--- src/rtl/sram_sequencer.sv ---
// Purpose : sequences one bus request through address decode and the external SRAM strobes.
// Latency : strobe->done is 3+ACCESS_CYCLES clocks for SRAM cycles and 3 clocks for non-RAM cycles.
// Backpr. : none; a strobe while busy is dropped and flagged with a same-cycle overrun pulse.
//
// Ports:
//   clk, reset_n                 clock, asynchronous active-low reset
//   strobe, addr, we, wdata      one-clock request (accepted only in IDLE)
//   dec_addr                     latched address presented to the address decoder
//   ram_enable, is_readonly,     decoder outputs, sampled on the clock edge that ends DECODE
//   is_mirrored, io_enable
//   ram_addr, ram_ce_n, ram_oe_n,
//   ram_we_n, ram_dout,
//   ram_dout_oe, ram_din         external asynchronous SRAM interface
//   rdata                        last captured read data
//   done, busy, overrun          completion pulse, in-flight flag, dropped-request pulse
module sram_sequencer #(
  parameter int                    ADDR_WIDTH    = 17,
  parameter int                    DATA_WIDTH    = 8,
  parameter int                    ACCESS_CYCLES = 2,
  parameter logic [ADDR_WIDTH-1:0] MIRROR_MASK   = 'h0C00
) (
  input  logic                  clk,
  input  logic                  reset_n,
  input  logic                  strobe,
  input  logic [ADDR_WIDTH-1:0] addr,
  input  logic                  we,
  input  logic [DATA_WIDTH-1:0] wdata,
  output logic [ADDR_WIDTH-1:0] dec_addr,
  input  logic                  ram_enable,
  input  logic                  is_readonly,
  input  logic                  is_mirrored,
  input  logic                  io_enable,
  output logic [ADDR_WIDTH-1:0] ram_addr,
  output logic                  ram_ce_n,
  output logic                  ram_oe_n,
  output logic                  ram_we_n,
  output logic [DATA_WIDTH-1:0] ram_dout,
  output logic                  ram_dout_oe,
  input  logic [DATA_WIDTH-1:0] ram_din,
  output logic [DATA_WIDTH-1:0] rdata,
  output logic                  done,
  output logic                  busy,
  output logic                  overrun
);

  typedef enum logic [2:0] {
    S_IDLE,
    S_DECODE,
    S_SETUP,
    S_ACCESS,
    S_HOLD
  } state_t;

  localparam logic [3:0] LAST_ACC = 4'(ACCESS_CYCLES - 1);

  state_t                state;
  logic [3:0]            acc_cnt;
  logic                  req_we;
  logic [DATA_WIDTH-1:0] req_wdata;
  logic                  req_ram;     // request targets SRAM
  logic                  req_wr_en;   // write that is allowed to pulse we_n

  // The only output that must react in the strobe's own cycle; derived from
  // the registered busy flag so it is glitch-free with respect to state.
  assign overrun = strobe & busy;

  always_ff @(posedge clk or negedge reset_n) begin
    if (!reset_n) begin
      state       <= S_IDLE;
      acc_cnt     <= '0;
      req_we      <= 1'b0;
      req_wdata   <= '0;
      req_ram     <= 1'b0;
      req_wr_en   <= 1'b0;
      dec_addr    <= '0;
      ram_addr    <= '0;
      ram_ce_n    <= 1'b1;
      ram_oe_n    <= 1'b1;
      ram_we_n    <= 1'b1;
      ram_dout    <= '0;
      ram_dout_oe <= 1'b0;
      rdata       <= '0;
      done        <= 1'b0;
      busy        <= 1'b0;
    end else begin
      case (state)
        S_IDLE: begin
          if (strobe) begin
            req_we    <= we;
            req_wdata <= wdata;
            dec_addr  <= addr;
            busy      <= 1'b1;
            state     <= S_DECODE;
          end
        end

        // Decoder outputs for dec_addr are valid by the end of this cycle; the
        // SETUP-cycle strobe values are registered from them on this edge so
        // that ce_n is already low while SETUP is visible.
        S_DECODE: begin
          state     <= S_SETUP;
          req_ram   <= ram_enable & ~io_enable;
          req_wr_en <= req_we & ~is_readonly;
          if (ram_enable && !io_enable) begin
            ram_addr <= is_mirrored ? (dec_addr & ~MIRROR_MASK) : dec_addr;
            ram_ce_n <= 1'b0;
            if (req_we) begin
              ram_dout    <= req_wdata;
              ram_dout_oe <= 1'b1;
            end else begin
              ram_oe_n <= 1'b0;
            end
          end
        end

        S_SETUP: begin
          if (req_ram) begin
            state    <= S_ACCESS;
            acc_cnt  <= '0;
            // ROM writes still run the full cycle, just without the we_n pulse.
            ram_we_n <= ~req_wr_en;
          end else begin
            state <= S_HOLD;
            done  <= 1'b1;
          end
        end

        S_ACCESS: begin
          if (acc_cnt == LAST_ACC) begin
            state    <= S_HOLD;
            ram_we_n <= 1'b1;
            ram_oe_n <= 1'b1;
            done     <= 1'b1;
            if (!req_we) begin
              rdata <= ram_din;
            end
          end else begin
            acc_cnt <= acc_cnt + 4'd1;
          end
        end

        // ce_n and the data drive stay asserted one more clock for write hold time.
        S_HOLD: begin
          state       <= S_IDLE;
          ram_ce_n    <= 1'b1;
          ram_dout_oe <= 1'b0;
          done        <= 1'b0;
          busy        <= 1'b0;
        end

        default: begin
          state <= S_IDLE;
        end
      endcase
    end
  end

endmodule

--- config.mk ---
export PLATFORM = sky130hd
export DESIGN_NAME = sram_sequencer
export DESIGN_NICKNAME = d
export VERILOG_FILES = /design/src/rtl/sram_sequencer.sv
export SDC_FILE = /design/constraint.sdc
export NUM_CORES = 1
export LEC_CHECK = 0
export ABC_CLOCK_PERIOD_IN_PS = 3250
export BUFFER_PORTS_ARGS = -buffer_cell sky130_fd_sc_hd__buf_2
export CELL_PAD_IN_SITES_DETAIL_PLACEMENT = 2
export CELL_PAD_IN_SITES_GLOBAL_PLACEMENT = 2
export CORE_MARGIN = 2
export CORE_UTILIZATION = 35
export DETAILED_ROUTE_END_ITERATION = 10
export PLACE_DENSITY = 0.91
export SLEW_MARGIN = 20
export SYNTH_ARGS = -nofsm -noshare
export SYNTH_HDL_FRONTEND = slang
export SYNTH_SLANG_ARGS = --single-unit
--- constraint.sdc ---
create_clock -name clk -period 3.25 [get_ports clk]
set_input_delay 0.1625 -clock clk [delete_from_list [all_inputs] [get_ports clk]]
set_output_delay 0.1625 -clock clk [all_outputs]
set_load 0.1 [all_outputs]
==> flow_metrics.env, run 1 <==
export IMPL_hpwlAfterDp_um=5530
export IMPL_grt_overflow=0
export IMPL_wl_um=7810
export IMPL_clk_latency_ps=350
export IMPL_cts_tree="yes"
export IMPL_synth_enable_flop_cells=0
export IMPL_drt_iter0_drc=60
export IMPL_grt_max_degree=75
export IMPL_gp_congestion=0.805
export IMPL_tns_ps=0
export IMPL_status="complete, no violations"
export IMPL_hold_viol_final=0
export IMPL_ant_nets=0
export IMPL_dieWidth_um=96.2
export IMPL_post_cts_buffers=0
export IMPL_async_flop_share_pct=100
export IMPL_io_pins=98
export IMPL_nets=346
export IMPL_cts_made_buffers=9
export IMPL_period_minus_slack_ps=2070
export IMPL_die_y_um=96.2
export IMPL_cts_root_buffer="clkbuf_8"
export IMPL_wl_per_cell_um=18.9
export IMPL_cts_buffer_depth=2
export IMPL_postSynthCellCount=202
export IMPL_clock_fmax_ghz=0.482
export IMPL_critPathCaptureType="flip-flop"
export IMPL_rsz0062_at_grt="false"
export IMPL_seq_area_frac_synth_pct=62.3
export IMPL_htreeDepth=3
export IMPL_core_area_um2=8220
export IMPL_maxCapViolations=0
export IMPL_path_class="reg2reg"
export IMPL_ys_ff_latch=74
export IMPL_via_count=2041
export IMPL_drive_gt1_share_pct=58.4
export IMPL_drtPass1Iterations=4
export IMPL_ys_types=38
export IMPL_cts_clk_slew_worst_paths_ps=80
export IMPL_tightestPinTransition_ps=939
export IMPL_syn_avg_cell_area_um2=14.7
export IMPL_ys_flop_type="dfrtp_1"
export IMPL_critPathMaxFanout=14
export IMPL_slew_viol_final=0
export IMPL_row_count=33
export IMPL_arrival_ps=2300
export IMPL_fp_dieArea_um2=9260
export IMPL_syn_to_final_growth_pct=26.9
export IMPL_antenna_found_initial=1
export IMPL_fin_crit_sh_pct=63.8
export IMPL_startpoint_type="flip-flop"
export IMPL_cts_sink_count=74
export IMPL_cp_required_ps=3480
export IMPL_hold_path_class="in2reg"
export IMPL_port_buffers=97
export IMPL_vias_per_cell=4.94
export IMPL_grt_pass1_vias=2319
export IMPL_start_util_pct=36.2
export IMPL_synth_nets=245
export IMPL_syn_area_um2=2980
export IMPL_clock_skew_ps=6.96
export IMPL_max_slew_margin_rel_pct=37.4
export IMPL_drc_errors=0
export IMPL_yosys_warnings=0
export IMPL_track_usage_pct=17.7
export IMPL_setup_violations=0
export IMPL_diodes=0
export IMPL_grt_pass1_wl_um=12100
==> placed cells by master (no fill, tap or decap), types with 2 or more instances in the layout <==
cell type   synthesis  layout
a21oi_1             3       3
a31oi_1             2       2
buf_2               6      96
buf_4               2       3
clkbuf_8            0      10
clkinvlp_4          0       2
dfrtp_1            71      71
dfstp_2             3       3
ha_1                2       2
inv_1               4       4
mux2_2             50      50
mux2_4              8       8
nand2_1             4       4
nand2b_1            5       5
nand3_1             2       2
nor2_1              5       5
nor2b_1             4       4
o21ai_0             7       7
o22ai_1             2       2
or3_1               2       2
==> cell usage after synthesis, types with 2 or more instances <==
master     n  share of area (%)
a21oi_1    3               0.50
a31oi_1    2               0.42
buf_2      6                1.0
buf_4      2               0.50
dfrtp_1   71                 60
dfstp_2    3                2.6
ha_1       2               0.84
inv_1      4               0.50
mux2_2    50                 19
mux2_4     8                4.0
nand2_1    4               0.50
nand2b_1   5                1.1
nand3_1    2               0.34
nor2_1     5               0.63
nor2b_1    4               0.84
o21ai_0    7                1.2
o22ai_1    2               0.42
or3_1      2               0.42
==> stage by stage <==
step                      worst slack, ps  hold WS [ps]  util (%)  area, µm²  cells
after floorplan                      1310          -133         -       2980    202
final                                1180          32.9      46.0       3780    413
after detailed placement             1190           367      43.4       3560    396
after global placement               1280           349      43.4       3560    396
after global routing                 1020          25.4      46.0       3780    413
after CTS                            1190          29.4      46.0       3780    413
==> worst max-delay path, stage by stage, from the launching register on <==
cell      delay [ps]
dfrtp_1          660
nand2b_4         130
or4_1            770
mux2_4           400
==> path summary, 6_finish.rpt <==
path	startpoint	to	slack [ps]	cells past startpoint
worst max register to register	state[0]	ram_dout[4]	1180	3
max in group asynchronous	reset_n	acc_cnt[0]	2150	2
worst min register to register	ram_ce_n	ram_ce_n	490	2
min in group asynchronous	reset_n	dec_addr[15]	480	2
worst max-delay path	state[0]	ram_dout[4]	1180	3
worst min-delay path	is_readonly	req_wr_en	30	2
==> per-layer routing <==
metal / vias up / part of all wire, % / GRT usage [%]
met5: - / 0 / 0
met2: 81 / 52 / 31.1
li1: 915 / - / -
met3: 7 / 9.3 / 7.75
met4: 0 / 0.74 / 4.52
met1: 1038 / 38 / 19.4
==> state kept, by name, summed over array words and instances (netlist names) <==
signal       cells
ram_addr        17
req_ram          1
dec_addr        17
req_wdata        8
ram_oe_n         1
rdata            8
ram_dout_oe      1
ram_ce_n         1
busy             1
done             1
acc_cnt          4
state            3
ram_dout         8
req_we           1
req_wr_en        1
ram_we_n         1
==> cell type report <==
class,instances,area [µm²]
Fill cell,848,4440
Clock inverter,5,62.6
Clock buffer,11,141
Multi-Input combinational cell,114,1060
Tap cell,105,131
Timing Repair Buffer,100,513
Inverter,4,15.0
Sequential cell,74,1860
==> repair_timing <==
item | CTS | global route
hold buffers | 1 | 0
endpoints found under the setup margin | 0 | 0
gates resized for setup | 0 | 0
endpoints found under the hold margin | 52 | 0
==> kinds of logic after synthesis <==
family | Yosys count | synth area share (%)
adders and majority gates | 2 | 0.841
muxes | 59 | 23.3
AOI/OAI and AO/OA | 21 | 4.46
DFF | 74 | 62.3
and+or+nand+nor | 32 | 6.56
buffers and inverters | 14 | 2.52
Power of run 1 is not shown: default switching activity piles up to over one toggle a cycle in this logic, so the estimate is an artifact.
==> run 2, diff against run 1 <==
Settings changed: ABC_CLOCK_PERIOD_IN_PS 3250 to 1700, CORE_UTILIZATION 35 to 30, PLACE_DENSITY 0.91 to 0.83.
Clock period 3.25 ns to 1.7 ns, I/O delays scaled along.
==> run 2 against run 1 <==
Setup slack worse by 1200 ps. Critical path depth up 1. Register-to-register slack worse by 1200 ps. Die area up 16%. Fmax up 21%. The flow now finishes with violations (setup timing). Global-route usage down 0.73 points. Via count up 8.1%. Highest routed layer unchanged. Sequential share of layout area down 6.2 points. Final cell count up 18%. Clock-buffer cell count down 2. Non-clock buffer count up 47. Routed wire length up 12%.
==> flow_metrics.env, run 2 (synthesized netlist as in run 1, its figures left out) <==
export IMPL_status="finished, violations left"
export IMPL_violations="setup timing"
export IMPL_period_minus_slack_ps=1710
export IMPL_port_buffers=97
export IMPL_track_usage_pct=17.0
export IMPL_gp_congestion=0.752
export IMPL_cts_tree="yes"
export IMPL_cts_made_buffers=9
export IMPL_syn_to_final_growth_pct=45.2
export IMPL_top_regs="dec_addr x17, ram_addr x17"
export IMPL_setup_ws_ps=-8.23
export IMPL_dieWidth_um=104
export IMPL_cts_buffer_depth=2
export IMPL_hold_path_class="in2reg"
export IMPL_wl_per_cell_um=17.9
export IMPL_startpoint="state[1]"
export IMPL_arrival_ps=1950
export IMPL_antenna_found_initial=0
export IMPL_row_count=36
export IMPL_whs_path_depth=3
export IMPL_rsz0062_at_grt="true"
export IMPL_setup_violations=7
export IMPL_clock_fmax_ghz=0.585
export IMPL_wl_um=8730
export IMPL_nets=393
export IMPL_drtPass1Iterations=4
export IMPL_r2r_setup_slack_ps=-8
export IMPL_cp_num_cells=4
export IMPL_n_fill_cell=957
export IMPL_crit_buf_inv=2
export IMPL_slowest_delay_ps=400
export IMPL_hpwlAfterDp_um=5750
export IMPL_drive_gt1_share_pct=56.1
export IMPL_ant_nets=0
export IMPL_grt_pass1_vias=2644
export IMPL_final_util_pct=44.6
export IMPL_final_cell_mix="buf_2 (96), dfrtp_1 (70), mux2_2 (50)"
export IMPL_critPathCaptureType="flip-flop"
export IMPL_die_y_um=104
export IMPL_critPathMaxFanout=28
export IMPL_fp_dieArea_um2=10700
export IMPL_vias_per_cell=4.52
export IMPL_regArea_um2=1860
export IMPL_tightestPinTransition_ps=545
export IMPL_grt_max_degree=39
export IMPL_fin_crit_sh_pct=100
export IMPL_path_cells="buf_4, nor4b_2, buf_12, mux2_2"
export IMPL_clock_skew_ps=6.17
export IMPL_via_count=2206
export IMPL_tns_ps=-35.2
export IMPL_reg2reg_to="dec_addr[12]"
export IMPL_cp_top_family="buffers and inverters"
export IMPL_htreeDepth=3
export IMPL_cts_sink_count=74
export IMPL_grt_pass1_wl_um=14100
export IMPL_core_area_um2=9680
export IMPL_multiInputGateArea_um2=1080
export IMPL_slew_viol_final=0
export IMPL_place_area_um2=3710
export IMPL_hold_viol_final=0
export IMPL_cp_required_ps=1940
export IMPL_startpoint_type="flip-flop"
export IMPL_min_to="busy"
export IMPL_stdcell_area_um2=4320
export IMPL_cts_clk_slew_worst_paths_ps=80
export IMPL_cts_root_buffer="clkbuf_8"
export IMPL_holdCritStartpoint="strobe"
export IMPL_io_pins=98
export IMPL_diodes=0
export IMPL_r2r_cells=4
export IMPL_clk_latency_ps=350
export IMPL_slowest_stage="dfrtp_1"
export IMPL_max_slew_margin_rel_pct=63.7
export IMPL_drc_errors=0
export IMPL_final_common_cell="buf_2"
export IMPL_maxCapViolations=0
export IMPL_grt_overflow=0
export IMPL_r2r_start="state[1]"
export IMPL_start_util_pct=30.7
export IMPL_path_class="reg2reg"
export IMPL_drt_iter0_drc=49
==> run 2: tightest hold or removal path: stages <==
cell	delay (ps)
buf_2	120
a21oi_1	130
a21oi_1	60
==> run 2: how the worst max path moves through the flow <==
stage	endpoint	slack, ps
after floorplan	ram_dout[0]	70
after global placement	rdata[7]	40
after detailed placement	rdata[0]	-20
after CTS	ram_dout[6]	0.5
after global routing	dec_addr[12]	-80
final	dec_addr[12]	-8
==> run 2: repair_timing <==
action	4_1_cts	5_1_grt
endpoints found under the setup margin	8	43
resized for setup	1	5
pin swaps	0	0
hold buffers	36	0
setup buffers	0	0
hold endpoints to repair	71	0
==> run 2: cell type report <==
class                   count  area share, %
inverters                   4          0.347
flip-flops and latches     74           43.0
clock inverters             7           2.32
well taps                 133           3.85
repair buffers            147           22.7
clock buffers               9           2.87
multi-input cells         114           24.9
==> run 2: metrics by stage <==
| step | cells | hold WS (ps) | setup WS (ps) |
|---|---|---|---|
| 6_report | 488 | 80.9 | -8.23 |
| 5_1_grt | 488 | 86.0 | -76.9 |
| 4_1_cts | 488 | 52.2 | 0.497 |
| 3_5_place_dp | 436 | 107 | -21.9 |
| 3_3_place_gp | 436 | 91.6 | 35.3 |
| 2_1_floorplan | 202 | -211 | 70.5 |
==> run 2: routing by layer <==
layer  share of wire [%]  GRT usage [%]  up-vias
li1                    -              -     1009
met1                  37           17.5     1120
met2                  56           32.0       71
met3                 5.8           5.41        6
met4                 1.2           6.08        0
met5                   0              0        -
Power of run 2 is left out for the same reason.
==> run 3, diff against run 2 <==
Settings changed: CORE_ASPECT_RATIO from default to 0.7.
==> run 3 against run 2 <==
The flow now finishes without violations. Final area is 2.1% higher. Setup slack improved by 24 ps. Non-clock buffer count grew 5. Die area increased by 0.12%. Clock-buffer cell count up 4. Worst hold slack got worse by 67 ps. Final cell count is the same. Global-route usage increased by 2.3 points. Critical path type unchanged. Critical endpoint is now ram_dout[2].
==> flow_metrics.env, run 3 (synthesized netlist as in run 1, its figures left out) <==
export IMPL_wl_um=9800
export IMPL_hpwlAfterDp_um=5850
export IMPL_maxCapViolations=0
export IMPL_gp_congestion=0.817
export IMPL_regArea_um2=1860
export IMPL_arrival_ps=1910
export IMPL_critPathCaptureType="flip-flop"
export IMPL_wl_per_cell_um=20.1
export IMPL_setup_violations=0
export IMPL_grt_pass1_wl_um=14800
export IMPL_start_util_pct=30.7
export IMPL_critPathCapture="ram_dout[2]"
export IMPL_tightestPinTransition_ps=512
export IMPL_hold_path_class="in2reg"
export IMPL_cp_required_ps=1920
export IMPL_final_cell_mix="buf_2 (96), dfrtp_1 (69), mux2_2 (49)"
export IMPL_vias_per_cell=4.59
export IMPL_clock_fmax_ghz=0.594
export IMPL_cp_top_family="simple AND/OR/NAND/NOR gates"
export IMPL_period_minus_slack_ps=1680
export IMPL_slowest_delay_ps=500
export IMPL_final_cells=488
export IMPL_cts_root_buffer="clkbuf_16"
export IMPL_max_slew_margin_rel_pct=66.1
export IMPL_startpoint="state[1]"
export IMPL_clk_latency_ps=340
export IMPL_r2r_start="state[1]"
export IMPL_antenna_found_initial=0
export IMPL_hold_viol_final=0
export IMPL_htreeDepth=3
export IMPL_grt_max_degree=50
export IMPL_final_common_cell="buf_2"
export IMPL_syn_to_final_growth_pct=48.3
export IMPL_cp_num_cells=4
export IMPL_grt_overflow=0
export IMPL_holdCritStartpoint="addr[8]"
export IMPL_path_cells="nand2b_4, or4_1, buf_6, mux2_4"
export IMPL_critPathMaxFanout=8
export IMPL_drive_gt1_share_pct=56.7
export IMPL_via_count=2238
export IMPL_cts_sink_count=74
export IMPL_cts_made_buffers=9
export IMPL_grt_pass1_vias=2542
export IMPL_dieWidth_um=123
export IMPL_drtPass1Iterations=4
export IMPL_cts_clk_slew_worst_paths_ps=60
export IMPL_io_pins=98
export IMPL_cts_tree="yes"
export IMPL_port_buffers=97
export IMPL_multiInputGateArea_um2=1110
export IMPL_crit_buf_inv=1
export IMPL_startpoint_type="flip-flop"
export IMPL_r2r_setup_slack_ps=20
export IMPL_rsz0062_at_grt="true"
export IMPL_r2r_cells=4
export IMPL_nets=398
export IMPL_row_count=30
export IMPL_drc_errors=0
export IMPL_ant_nets=0
export IMPL_slowest_stage="or4_1"
export IMPL_path_class="reg2reg"
export IMPL_fin_hold_ws_ps=13.5
export IMPL_fp_dieArea_um2=10700
export IMPL_clock_skew_ps=12.2
export IMPL_status="complete, no violations"
export IMPL_drt_iter0_drc=68
export IMPL_track_usage_pct=19.2
export IMPL_fin_crit_sh_pct=99.1
export IMPL_dp_cells=434
export IMPL_cts_buffer_depth=2
export IMPL_diodes=0
export IMPL_n_fill_cell=984
export IMPL_die_y_um=87.3
export IMPL_reg2reg_to="ram_dout[2]"
export IMPL_slew_viol_final=0
export IMPL_core_area_um2=9680
export IMPL_top_regs="dec_addr x17, ram_addr x17"
run 3: cell types whose count changed in the layout (fill, tap and decap cells not counted), sizes merged:
cell         delta
buf             +6
bufinv          -2
clkbuf          +5
clkinv          +2
clkinvlp        -2
dlygate4sd3     -2
inv             -2
run 3: how the worst min path moves through the flow:
| stage | slack, ps | end | depth (start not counted) |
|---|---|---|---|
| finish | 10 | dec_addr[8] | 2 |
| detailed placement | 30 | rdata[0] | 1 |
| global route | 7 | req_wdata[1] | 2 |
| floorplan | -210 | acc_cnt[0] | 0 |
| global placement | 30 | rdata[4] | 1 |
| CTS | 9 | dec_addr[8] | 2 |
run 3: repair_timing:
item | in CTS | in global routing
pin swaps | 0 | 2
buffers inserted | 0 | 3
resized for setup | 1 | 13
endpoints found under the setup margin | 8 | 42
hold endpoints to repair | 58 | 0
cloned | 0 | 1
hold buffers | 34 | 0
run 3: stage by stage:
step | utilization [%] | setup slack, ps | area (µm²) | TNS, ps
final | 45.6 | 15.8 | 4410 | 0
after floorplan | - | 70.5 | 2980 | 0
after detailed placement | 38.4 | -57.2 | 3720 | -438
after global routing | 45.6 | -17.3 | 4410 | -90.0
after global placement | 38.4 | 47.1 | 3720 | 0
after CTS | 44.6 | 0.131 | 4320 | 0
run 3: routing by layer:
layer | track usage, % | share of wire, % | up-vias
met4 | 5.89 | 0.96 | 0
met5 | 0 | 0 | -
li1 | - | - | 1020
met2 | 33.4 | 52 | 57
met1 | 22.9 | 42 | 1152
met3 | 6.09 | 4.7 | 9
run 3: worst register-to-register path: cells and delay by family (launching register included):
kind,cells,cell delay [ps]
muxes,1,310
buffers and inverters,1,180
DFF,1,390
and+or+nand+nor,2,690
run 3: area by class of cell:
class | count | area share, %
clock buffers | 13 | 5.44
clock inverters | 3 | 0.397
inverters | 4 | 0.340
multi-input cells | 114 | 25.2
flip-flops and latches | 74 | 42.1
well taps | 128 | 3.63
repair buffers | 152 | 22.9
Power of run 3 is left out for the same reason.
